`config.mk`:
```
export PLATFORM = sky130hd
export DESIGN_NAME = joy_shift_reader
export DESIGN_NICKNAME = d
export VERILOG_FILES = /design/src/rtl/joy_shift_reader.sv
export SDC_FILE = /design/constraint.sdc
export NUM_CORES = 1
export LEC_CHECK = 0
export ABC_AREA = 1
export BUFFER_PORTS_ARGS = -buffer_cell sky130_fd_sc_hd__buf_2
export CAP_MARGIN = 25
export CORE_MARGIN = 8
export CORE_UTILIZATION = 29
export CTS_CLUSTER_DIAMETER = 150
export DETAILED_ROUTE_END_ITERATION = 10
export HOLD_SLACK_MARGIN = 0.02
export PLACE_DENSITY = 0.56
export SLEW_MARGIN = 5
export SYNTH_ARGS = -nofsm -noshare
export SYNTH_HDL_FRONTEND = slang
export SYNTH_SLANG_ARGS = --single-unit
```
`constraint.sdc`:
```
create_clock -name clk -period 1.9 [get_ports clk]
set_input_delay 0.19 -clock clk [delete_from_list [all_inputs] [get_ports clk]]
set_output_delay 0.19 -clock clk [all_outputs]
set_load 0.05 [all_outputs]
```
`src/rtl/joy_shift_reader.sv`:
```
// Scans two 8-button joysticks through an external 74HC165 chain and publishes
// their active-high state once two consecutive frames agree.
module joy_shift_reader #(
  parameter int DIV = 12,
  parameter int GAP = 64
) (
  input  logic clk,
  input  logic reset_n,
  input  logic joy_data,
  output logic joy_load_n,
  output logic joy_clk,
  output logic joy1_up,
  output logic joy1_down,
  output logic joy1_left,
  output logic joy1_right,
  output logic joy1_fire1,
  output logic joy1_fire2,
  output logic joy1_fire3,
  output logic joy1_start,
  output logic joy2_up,
  output logic joy2_down,
  output logic joy2_left,
  output logic joy2_right,
  output logic joy2_fire1,
  output logic joy2_fire2,
  output logic joy2_fire3,
  output logic joy2_start,
  output logic frame_strobe
);
  localparam int TW = (DIV > 1) ? $clog2(DIV) : 1;
  localparam int GW = (GAP > 1) ? $clog2(GAP) : 1;

  typedef enum logic [1:0] {ST_LOAD, ST_SHIFT, ST_UPDATE, ST_GAP} state_t;

  state_t        state_q, state_d;
  logic [TW-1:0] tick_cnt_q, tick_cnt_d;
  logic [GW-1:0] gap_cnt_q, gap_cnt_d;
  logic [3:0]    idx_q, idx_d;
  logic          phase_q, phase_d;
  logic          load_n_q, load_n_d;
  logic          jclk_q, jclk_d;
  logic          strobe_q, strobe_d;
  logic [1:0]    sync_q, sync_d;
  logic [15:0]   raw_q, raw_d;
  logic [15:0]   prev_q, prev_d;
  logic [15:0]   joy_q, joy_d;
  logic          tick;

  assign tick = (tick_cnt_q == TW'(DIV - 1));

  always_comb begin
    state_d    = state_q;
    tick_cnt_d = tick_cnt_q;
    gap_cnt_d  = gap_cnt_q;
    idx_d      = idx_q;
    phase_d    = phase_q;
    load_n_d   = load_n_q;
    jclk_d     = jclk_q;
    strobe_d   = 1'b0;
    sync_d     = {sync_q[0], joy_data};
    raw_d      = raw_q;
    prev_d     = prev_q;
    joy_d      = joy_q;
    // The counter pauses for the single UPDATE clock, so a frame runs one
    // clock past a whole number of ticks.
    if (state_q != ST_UPDATE) tick_cnt_d = tick ? '0 : tick_cnt_q + TW'(1);
    case (state_q)
      ST_LOAD: if (tick) begin
        // First tick drops the strobe; the next one releases it and starts shifting.
        if (load_n_q) begin
          load_n_d = 1'b0;
        end else begin
          load_n_d = 1'b1;
          state_d  = ST_SHIFT;
          idx_d    = 4'd0;
          phase_d  = 1'b0;
        end
      end
      ST_SHIFT: if (tick) begin
        if (!phase_q) begin
          raw_d[4'd15 - idx_q] = sync_q[1];
          jclk_d  = 1'b1;
          phase_d = 1'b1;
        end else begin
          jclk_d  = 1'b0;
          phase_d = 1'b0;
          if (idx_q == 4'd15) state_d = ST_UPDATE;
          else                idx_d   = idx_q + 4'd1;
        end
      end
      ST_UPDATE: begin
        if (raw_q == prev_q) joy_d = ~raw_q;
        prev_d    = raw_q;
        strobe_d  = 1'b1;
        gap_cnt_d = '0;
        state_d   = ST_GAP;
      end
      ST_GAP: if (tick) begin
        if (gap_cnt_q == GW'(GAP - 1)) begin
          gap_cnt_d = '0;
          load_n_d  = 1'b0;
          state_d   = ST_LOAD;
        end else begin
          gap_cnt_d = gap_cnt_q + GW'(1);
        end
      end
      default: state_d = ST_LOAD;
    endcase
  end

  always_ff @(posedge clk or negedge reset_n) begin
    if (!reset_n) begin
      state_q    <= ST_LOAD;
      tick_cnt_q <= '0;
      gap_cnt_q  <= '0;
      idx_q      <= 4'd0;
      phase_q    <= 1'b0;
      load_n_q   <= 1'b1;
      jclk_q     <= 1'b0;
      strobe_q   <= 1'b0;
      sync_q     <= 2'b11;
      raw_q      <= 16'hFFFF;
      prev_q     <= 16'hFFFF;
      joy_q      <= '0;
    end else begin
      state_q    <= state_d;
      tick_cnt_q <= tick_cnt_d;
      gap_cnt_q  <= gap_cnt_d;
      idx_q      <= idx_d;
      phase_q    <= phase_d;
      load_n_q   <= load_n_d;
      jclk_q     <= jclk_d;
      strobe_q   <= strobe_d;
      sync_q     <= sync_d;
      raw_q      <= raw_d;
      prev_q     <= prev_d;
      joy_q      <= joy_d;
    end
  end

  assign joy_load_n   = load_n_q;
  assign joy_clk      = jclk_q;
  assign frame_strobe = strobe_q;
  assign {joy1_up, joy1_down, joy1_left, joy1_right,
          joy1_fire1, joy1_fire2, joy1_fire3, joy1_start} = joy_q[15:8];
  assign {joy2_up, joy2_down, joy2_left, joy2_right,
          joy2_fire1, joy2_fire2, joy2_fire3, joy2_start} = joy_q[7:0];
endmodule
```
-- After elaboration in Yosys (flattened, before gate mapping)
Cells that the tools add are included.
- add/subtract/negate cells: 4
- order comparisons: 2
- eq/ne operators: 16
- mux-type cells: 32
- bitwise operators: 2
- reduce and logical (&&, ||, !) cells: 13
- operator list (cell ; number):
    4-bit two-way mux ; 6
    2-bit != test (second input constant) ; 9
    16-bit bitwise mux ; 1
    16-bit equality test ; 1
    16-bit inverter ; 1
    2-bit two-way mux ; 7
    6-bit two-way mux ; 2
    6-bit one-hot mux with 2 select lines ; 1
    1-bit two-way mux ; 10
    4-bit by 1-bit adder with 4-bit output (second input constant) ; 2
    4-bit equality test (second input constant) ; 2
    2-bit one-hot mux with 4 select lines ; 1
    4-bit one-hot mux with 2 select lines ; 1
    4-bit AND reduction ; 2
    7-bit AND reduction ; 1
    6-bit by 1-bit adder with 6-bit output (second input constant) ; 1
    6-bit equality test (second input constant) ; 1
    2-bit AND reduction ; 3
    6-bit AND reduction ; 1
    2-bit nonzero test ; 3
    4-bit by 5-bit < comparator with 1-bit output (second input constant) ; 1
    1-bit demux with 4-bit select ; 1
    2-bit equality test (second input constant) ; 2
    4-bit by 1-bit >= comparator with 1-bit output (second input constant) ; 1
    other kinds (7) ; 8
- bits in registers: 70
- input port bits: 3
- output and inout port bits: 19
- word-level logic and storage cells: 81

-- Depth between registers and ports, before layout
Gate-level depths: netlist of the first run.
- depth after elaboration: 6
- mapped depth: 10
- mapped depth without buffers: 9

-- Worst setup path after synthesis of the first run
No wires, ideal clock.
- path type: register to register
- start point: register state_q[0]
- end point: register joy_q[10]
- library setup time: 0.119 ns
- arrival: 1.538 ns
- data required time: 1.781 ns
- path slack: 0.242 ns
- cell stages (with the launch flop): 9
- buffers on the path: 1
- period minus slack after synthesis: 1.658 ns
- path through: dfrtp_1 inv_1 ha_1 o21ai_1 nor3_4 nand3_4 buf_6 nand2_1 nand2_1
- cells in the longest elaborated chain, start to end: 2
- ends and longest elaborated chain (what ; RTL line ; RTL):
    start, declared ; 35 ; state_t state_q, state_d;
    start signal, assigned ; 126 ; state_q <= state_d;
    2-bit equality test ; 67 ; case (state_q)
    2-bit AND reduction (no line) ; n/a ;
    end signal, assigned ; 137 ; joy_q <= joy_d;
    end, declared ; 46 ; logic [15:0] joy_q, joy_d;
Every way passes these cells.
A chain may end at the register's enable or synchronous reset.

-- Worst setup path after layout of the first run
- start point: register tick_cnt_q[0]
- end point: register raw_q[13]
- cells in the longest elaborated chain, start to end: 2
- ends and longest elaborated chain (what ; RTL line ; RTL):
    start, declared ; 36 ; logic [TW-1:0] tick_cnt_q, tick_cnt_d;
    start signal, assigned ; 127 ; tick_cnt_q <= tick_cnt_d;
    4-bit equality test ; 49 ; assign tick = (tick_cnt_q == TW'(DIV - 1));
    3-bit AND reduction (no line) ; n/a ;
    end signal, assigned ; 135 ; raw_q <= raw_d;
    end, declared ; 44 ; logic [15:0] raw_q, raw_d;
Every way passes these cells.

==> impl_results.rst, run 1 <==
.. list-table::
   :header-rows: 1

   * - Metric
     - Value
   * - Status
     - finished clean
   * - Average footprint of a synthesized cell
     - 8.37 um^2
   * - CP dominant cell by count
     - nand2_1
   * - Required @ worst endpoint
     - 2.16 ns
   * - Mean number of vias per cell
     - 4.49
   * - Final #Nets
     - 455
   * - Slowest stage cell on the critical path
     - dfrtp_1
   * - Die W
     - 125 um
   * - Most used DFF post-synth
     - dfstp_2
   * - Number of fill cells in the layout
     - 1,146
   * - Number of cell rows
     - 39
   * - Area used by multi-input combinational logic
     - 1360 um^2
   * - Worst min-delay path class
     - register to register
   * - Global-route wire length before repair
     - 12,700 um
   * - Initial antenna violation count
     - 0
   * - Reg2Reg Capture Point
     - raw_q[13]$_DFFE_PN1P_
   * - Critical Path Source Type
     - register
   * - Final number of hold-violating endpoints
     - 0
   * - Leading cell types in the layout, fill and taps excluded
     - 119 x nand2_1, 52 x inv_1, 35 x dfrtp_1, 35 x dfstp_2, 33 x o21ai_0
   * - Crit path from
     - tick_cnt_q[0]$_DFFE_PN0N_
   * - Finished Core Util
     - 35.3%
   * - Largest net degree at the start of global routing
     - 48
   * - GRT overflow
     - 0
   * - Max rail drop VDD
     - 448 uV
   * - Post-route antenna net violation count
     - 0
   * - Number of resized instances in the post-cts repair step
     - 0
   * - Setup violations, final
     - 0
   * - Post-Route WL
     - 7180 um
   * - Clock Sink Count
     - 70
   * - Top fanout value on the critical path
     - 7
   * - Via count
     - 2,647
   * - Mean routed wirelength per cell
     - 12.2 um
   * - Setup Skew
     - 0.00579 ns
   * - Starting Density
     - 29.8%
   * - Total power of the final layout
     - 3.28 mW
   * - Worst setup path category
     - register to register
   * - Die area
     - 15,500 um^2
   * - Final period util
     - 92.8%
   * - Fraction of final layout cells sized beyond drive strength 1
     - 20.6%
   * - Fraction of the yosys area taken by sequential cells
     - 52.6%
   * - Diodes inserted
     - 0
   * - Clock-pin slew on the worst setup and hold paths
     - 0.06 ns
   * - Ys async rst share
     - 100%
   * - Origin of the critical flop-to-flop path
     - tick_cnt_q[0]$_DFFE_PN0N_
   * - Cell area after technology mapping
     - 3410 um^2
   * - Number of buffers and inverters on the critical path
     - 0
   * - Inserted Clock Buffers
     - 9
   * - Area added between synthesis and finish
     - 18.7%
   * - Clock tree from TritonCTS
     - built
   * - Post-synthesis cell type count
     - 29
   * - Clock latency on the worst-skew pair
     - 0.33 ns
   * - Number of DRC violations after detailed routing
     - 0
   * - Depth of the worst hold-timing path
     - 0
   * - Number of instances in the synthesized netlist
     - 408
   * - Boundary Pins
     - 22
   * - Sequential Area
     - 1800 um^2
   * - Number of max-capacitance violations reported
     - 0
   * - Worst setup path end
     - raw_q[13]$_DFFE_PN1P_
   * - Layout Cell Area excl Fill
     - 4050 um^2
   * - Worst slew pin tran
     - 0.596 ns
   * - Global placer's final weighted congestion
     - 0.791
   * - Number of buffers on the longest clock path
     - 2
   * - Vias in the first global route
     - 2,653
   * - Seq cells post-synth
     - 70
   * - FF-to-FF path depth
     - 8
   * - Setup slack of the worst register-to-register path
     - 0.14 ns
   * - Syn. warnings
     - 0
   * - Cell count along the critical path
     - 8
   * - Number of pins exceeding their max-slew limit in the final report
     - 0
   * - Number of synthesized flops with an enable pin
     - 0
   * - Slew HR
     - 60.3%
   * - Clock root cell
     - clkbuf_16
   * - Number of iterations in the first detailed-routing pass
     - 4
   * - Post-detailed-placement half-perimeter wirelength
     - 5270 um
   * - Number of nets produced by synthesis
     - 421
   * - Largest stage delay, worst path
     - 0.39 ns
   * - Static power due to leakage
     - 1.87 nW
   * - Cells traversed along the worst timing path
     - ha_1 > nand2_1 > nor2_4 > nand2_1 > nor2_1 > nand2_1 > nor2_1 > a21oi_1
   * - Highest clock rate
     - 0.567 GHz
   * - Overall Global Routing Usage
     - 9.88%
   * - Number of DRC violations after detailed-routing iteration 0
     - 157
   * - Core Footprint
     - 11,500 um^2
   * - Endpoint class of the critical path
     - register
   * - Cell area after placement
     - 3720 um^2
   * - Power per cell area
     - 811 nW/um^2
   * - Unrepaired setup endpoints after global routing
     - true
   * - Port Buf Inserts
     - 21
   * - Cell family with most CP delay
     - simple AND/OR/NAND/NOR gates
   * - Most frequent standard cell in the layout excluding fill and tap cells
     - nand2_1
   * - H-tree depth reported by CTS
     - 3
   * - Critical path arrival
     - 2.03 ns
   * - Final min period
     - 1.76 ns
   * - Die Ht
     - 125 um
## kinds of logic (layout without fill, tap and decap cells)
kind of cell / Yosys count / in the layout / synth area share, %
xor gates and xnor gates: 1 / 1 / 0.257
AOI/OAI and AO/OA: 72 / 72 / 11.4
adders and majority gates: 10 / 10 / 3.66
DFF: 70 / 70 / 52.6
buffers and inverters: 66 / 105 / 7.73
and+or+nand+nor: 189 / 189 / 24.4
## registers in the layout, summed over array words and instances, names as in the netlist
| name | flops |
|---|---|
| joy_q | 16 |
| joy_clk | 1 |
| prev_q | 16 |
| raw_q | 16 |
| frame_strobe | 1 |
| tick_cnt_q | 4 |
| idx_q | 4 |
| sync_q | 2 |
| gap_cnt_q | 6 |
| phase_q | 1 |
| joy_load_n | 1 |
| state_q | 2 |
## cell type report
type | instances | area share [%]
Clock buffer | 13 | 6.70
Clock inverter | 3 | 0.988
Inverter | 56 | 5.19
Multi-Input combinational cell | 272 | 33.4
Sequential cell | 70 | 44.3
Tap cell | 143 | 4.42
Timing Repair Buffer | 33 | 4.94
## metal layers
metal	vias to the layer above	track usage, %	wire [um]
li1	1390	-	-
met1	1214	12.1	3460
met2	31	15.6	3340
met3	12	2.47	232
met4	0	5.32	159
met5	-	0	0
## what timing repair did
action | 4_1_cts | 5_1_grt
buffers inserted | 0 | 0
hold buffers | 2 | 0
endpoints found under the hold margin | 36 | 0
setup endpoints to repair | 0 | 8
## stage by stage
step / TNS [ns] / cells / hold slack [ns] / setup WS, ns
2_1_floorplan: 0 / 408 / -0.106 / 0.242
3_3_place_gp: 0 / 572 / 0.225 / 0.0778
3_5_place_dp: 0 / 572 / 0.233 / 0.125
4_1_cts: 0 / 590 / 0.355 / 0.105
5_1_grt: -0.559 / 590 / 0.359 / -0.120
6_report: 0 / 590 / 0.354 / 0.137
## how the worst min path moves through the flow
stage | to | from | slack [ns]
floorplan | frame_strobe$_DFF_PN0_ | reset_n | -0.11
global placement | joy_clk$_DFFE_PN0P_ | reset_n | 0.22
CTS | sync_q[1]$_DFF_PN1_ | sync_q[0]$_DFF_PN1_ | 0.36
finish | sync_q[1]$_DFF_PN1_ | sync_q[0]$_DFF_PN1_ | 0.35
global route | sync_q[1]$_DFF_PN1_ | sync_q[0]$_DFF_PN1_ | 0.36
detailed placement | joy_clk$_DFFE_PN0P_ | reset_n | 0.23
## synthesized netlist by cell type (all sizes together), types with 6 or more instances
master | instances | area [um^2]
nand2 | 119 | 447
inv | 56 | 210
dfrtp | 35 | 876
dfstp | 35 | 920
o21ai | 35 | 175
nor2 | 30 | 138
a21oi | 23 | 123
nand4 | 19 | 119
nand3 | 14 | 82.6
a31oi | 10 | 62.6
ha | 10 | 125
nor3 | 7 | 46.3
clkbuf | 6 | 25.0
## worst reg2reg max path, delay by kind of cell (launching register included)
kind                     cells  cell delay (ns)
AND/OR/NAND/NOR              6             1.07
flip-flops                   1             0.39
adder cells (fa/ha/maj)      1             0.18
AO/OA/AOI/OAI                1             0.05
## power breakdown
group          switching, mW  internal, mW
combinational         0.0441        0.0125
sequential           0.00326          1.50
clock                  0.594          1.13
total                  0.642          2.64
Power figures use the tool's default switching activity.
==> inputs of run 2 (changes only) <==
CORE_MARGIN = not set   (was 8)
CTS_CLUSTER_DIAMETER = 30   (was 150)
clock period = 1.8 ns   (was 1.9 ns; I/O delays follow)
==> impl_results.rst, run 2 (same netlist as run 1, synthesis figures left out) <==
.. list-table::
   :header-rows: 1

   * - Metric
     - Value
   * - Mean number of vias per cell
     - 4.63
   * - Unrepaired setup endpoints after global routing
     - false
   * - Endpoint class of the critical path
     - register
   * - Die W
     - 111 um
   * - Overall Global Routing Usage
     - 12.7%
   * - Starting Density
     - 29.8%
   * - Diodes inserted
     - 0
   * - Highest routed metal layer
     - met4
   * - Largest net degree at the start of global routing
     - 71
   * - Setup Skew
     - 0.00497 ns
   * - Static power due to leakage
     - 1.89 nW
   * - H-tree depth reported by CTS
     - 3
   * - Inserted Clock Buffers
     - 9
   * - Setup_tns
     - 0 ns
   * - Die Ht
     - 111 um
   * - Fin Hold WS
     - 0.355 ns
   * - Clock root cell
     - clkbuf_16
   * - Core Footprint
     - 11,500 um^2
   * - Routed met1 length
     - 3490 um
   * - Via count
     - 2,748
   * - Final #Nets
     - 459
   * - Leading cell types in the layout, fill and taps excluded
     - 118 x nand2_1, 52 x inv_1, 35 x dfrtp_1, 35 x dfstp_2, 33 x o21ai_0
   * - GRT overflow
     - 0
   * - Post-Route WL
     - 7150 um
   * - Global-route wire length before repair
     - 12,500 um
   * - Post-detailed-placement half-perimeter wirelength
     - 5080 um
   * - Vias in the first global route
     - 2,613
   * - Worst min-delay path class
     - register to register
   * - Number of pins exceeding their max-slew limit in the final report
     - 0
   * - Required @ worst endpoint
     - 2.04 ns
   * - Slowest stage cell on the critical path
     - dfrtp_1
   * - Mean routed wirelength per cell
     - 12.0 um
   * - Boundary Pins
     - 22
   * - Sequential Area
     - 1800 um^2
   * - Critical Path Source Type
     - register
   * - Clock latency on the worst-skew pair
     - 0.33 ns
   * - Final period util
     - 91.1%
   * - Top fanout value on the critical path
     - 6
   * - Final number of hold-violating endpoints
     - 0
   * - Worst slew pin tran
     - 0.550 ns
   * - Port Buf Inserts
     - 21
   * - Clock-pin slew on the worst setup and hold paths
     - 0.05 ns
   * - CP dominant cell by count
     - inv_1
   * - Largest stage delay, worst path
     - 0.42 ns
   * - Number of cell rows
     - 39
   * - Fraction of final layout cells sized beyond drive strength 1
     - 22.8%
   * - Number of DRC violations after detailed-routing iteration 0
     - 134
   * - Max rail drop VDD
     - 519 uV
   * - Clock tree from TritonCTS
     - built
   * - Highest clock rate
     - 0.610 GHz
   * - Initial antenna violation count
     - 0
   * - Number of DRC violations after detailed routing
     - 0
   * - Total met2 wirelength after detailed routing
     - 3320 um
   * - Critical path arrival
     - 1.88 ns
   * - Total power of the final layout
     - 3.52 mW
   * - Number of max-capacitance violations reported
     - 0
   * - Die area
     - 12,200 um^2
   * - Final min period
     - 1.64 ns
   * - Number of iterations in the first detailed-routing pass
     - 4
   * - Power per cell area
     - 851 nW/um^2
   * - Number of buffers on the longest clock path
     - 2
   * - Setup violations, final
     - 0
   * - Cells traversed along the worst timing path
     - inv_1 > ha_1 > nand2_1 > inv_1 > nand2_2 > nor2_2 > a21oi_1 > a31oi_1
   * - Status
     - finished clean
   * - Slew HR
     - 63.2%
   * - Leading registers by flop count
     - joy_q x16, prev_q x16, raw_q x16
   * - Global placer's final weighted congestion
     - 0.768
   * - Clock Sink Count
     - 70
   * - Post-route antenna net violation count
     - 0
   * - Setup slack of the worst register-to-register path
     - 0.16 ns
   * - Length of routed met3 wiring
     - 229 um
   * - Area used by multi-input combinational logic
     - 1390 um^2
   * - Area added between synthesis and finish
     - 21.0%
   * - Number of fill cells in the layout
     - 1,164
   * - Worst setup path category
     - register to register
   * - Most frequent standard cell in the layout excluding fill and tap cells
     - nand2_1
run 2: cell types whose count changed in the layout (fill, tap and decap cells not counted), sizes merged:
cell      change
clkinvlp      +1
clkbuf        +1
a21oi         +1
buf           +3
clkinv        -2
run 2: metrics by stage:
step	utilization [%]	instance area, um^2	cells	setup slack [ns]
after floorplan	-	3410	408	0.142
after global placement	32.6	3740	573	0.132
after detailed placement	32.6	3740	573	0.0612
after CTS	35.6	4080	591	0.0456
after global routing	36.0	4130	594	0.00208
final	36.0	4130	594	0.160
run 2: worst paths after layout:
| path | from | end | cells after the start |
|---|---|---|---|
| max in group asynchronous | reset_n | prev_q[14]$_DFFE_PN1P_ | 3 |
| min in group asynchronous | reset_n | joy_q[7]$_DFFE_PN0P_ | 3 |
| setup reg to reg | state_q[1]$_DFFE_PN0P_ | raw_q[7]$_DFFE_PN1P_ | 8 |
| setup / recovery | state_q[1]$_DFFE_PN0P_ | raw_q[7]$_DFFE_PN1P_ | 8 |
| hold / removal | sync_q[0]$_DFF_PN1_ | sync_q[1]$_DFF_PN1_ | 0 |
| hold reg to reg | sync_q[0]$_DFF_PN1_ | sync_q[1]$_DFF_PN1_ | 0 |
run 2: power breakdown:
part           switching [mW]  internal [mW]  leakage (nW)
logic                  0.0467         0.0162         0.914
registers             0.00348           1.59         0.826
clock network           0.639           1.22         0.155
run 2: what timing repair did:
item | 4_1_cts | 5_1_grt
endpoints found under the hold margin | 36 | 0
gates resized for setup | 0 | 8
setup endpoints to repair | 0 | 13
setup buffers | 0 | 2
hold buffers | 2 | 0
run 2: cell type report:
| cell class | instances | share of cell area (%) |
|---|---|---|
| Tap cell | 143 | 4.33 |
| Sequential cell | 70 | 43.4 |
| Clock inverter | 2 | 0.908 |
| Clock buffer | 14 | 6.87 |
| Timing Repair Buffer | 36 | 5.69 |
| Inverter | 56 | 5.09 |
| Multi-Input combinational cell | 273 | 33.7 |
run 2: metal layers:
layer | up-vias | GRT usage, %
li1 | 1404 | -
met1 | 1284 | 16.7
met2 | 51 | 20.0
met3 | 9 | 2.41
met4 | 0 | 6.49
met5 | - | 0
run 2: critical path, delay by kind of cell (launching register included):
kind                       cells  cell delay, ns
and+or+nand+nor                3            0.45
DFF                            1            0.42
AOI/OAI and AO/OA              2            0.31
buffers and inverters          2            0.18
adders and majority gates      1            0.18
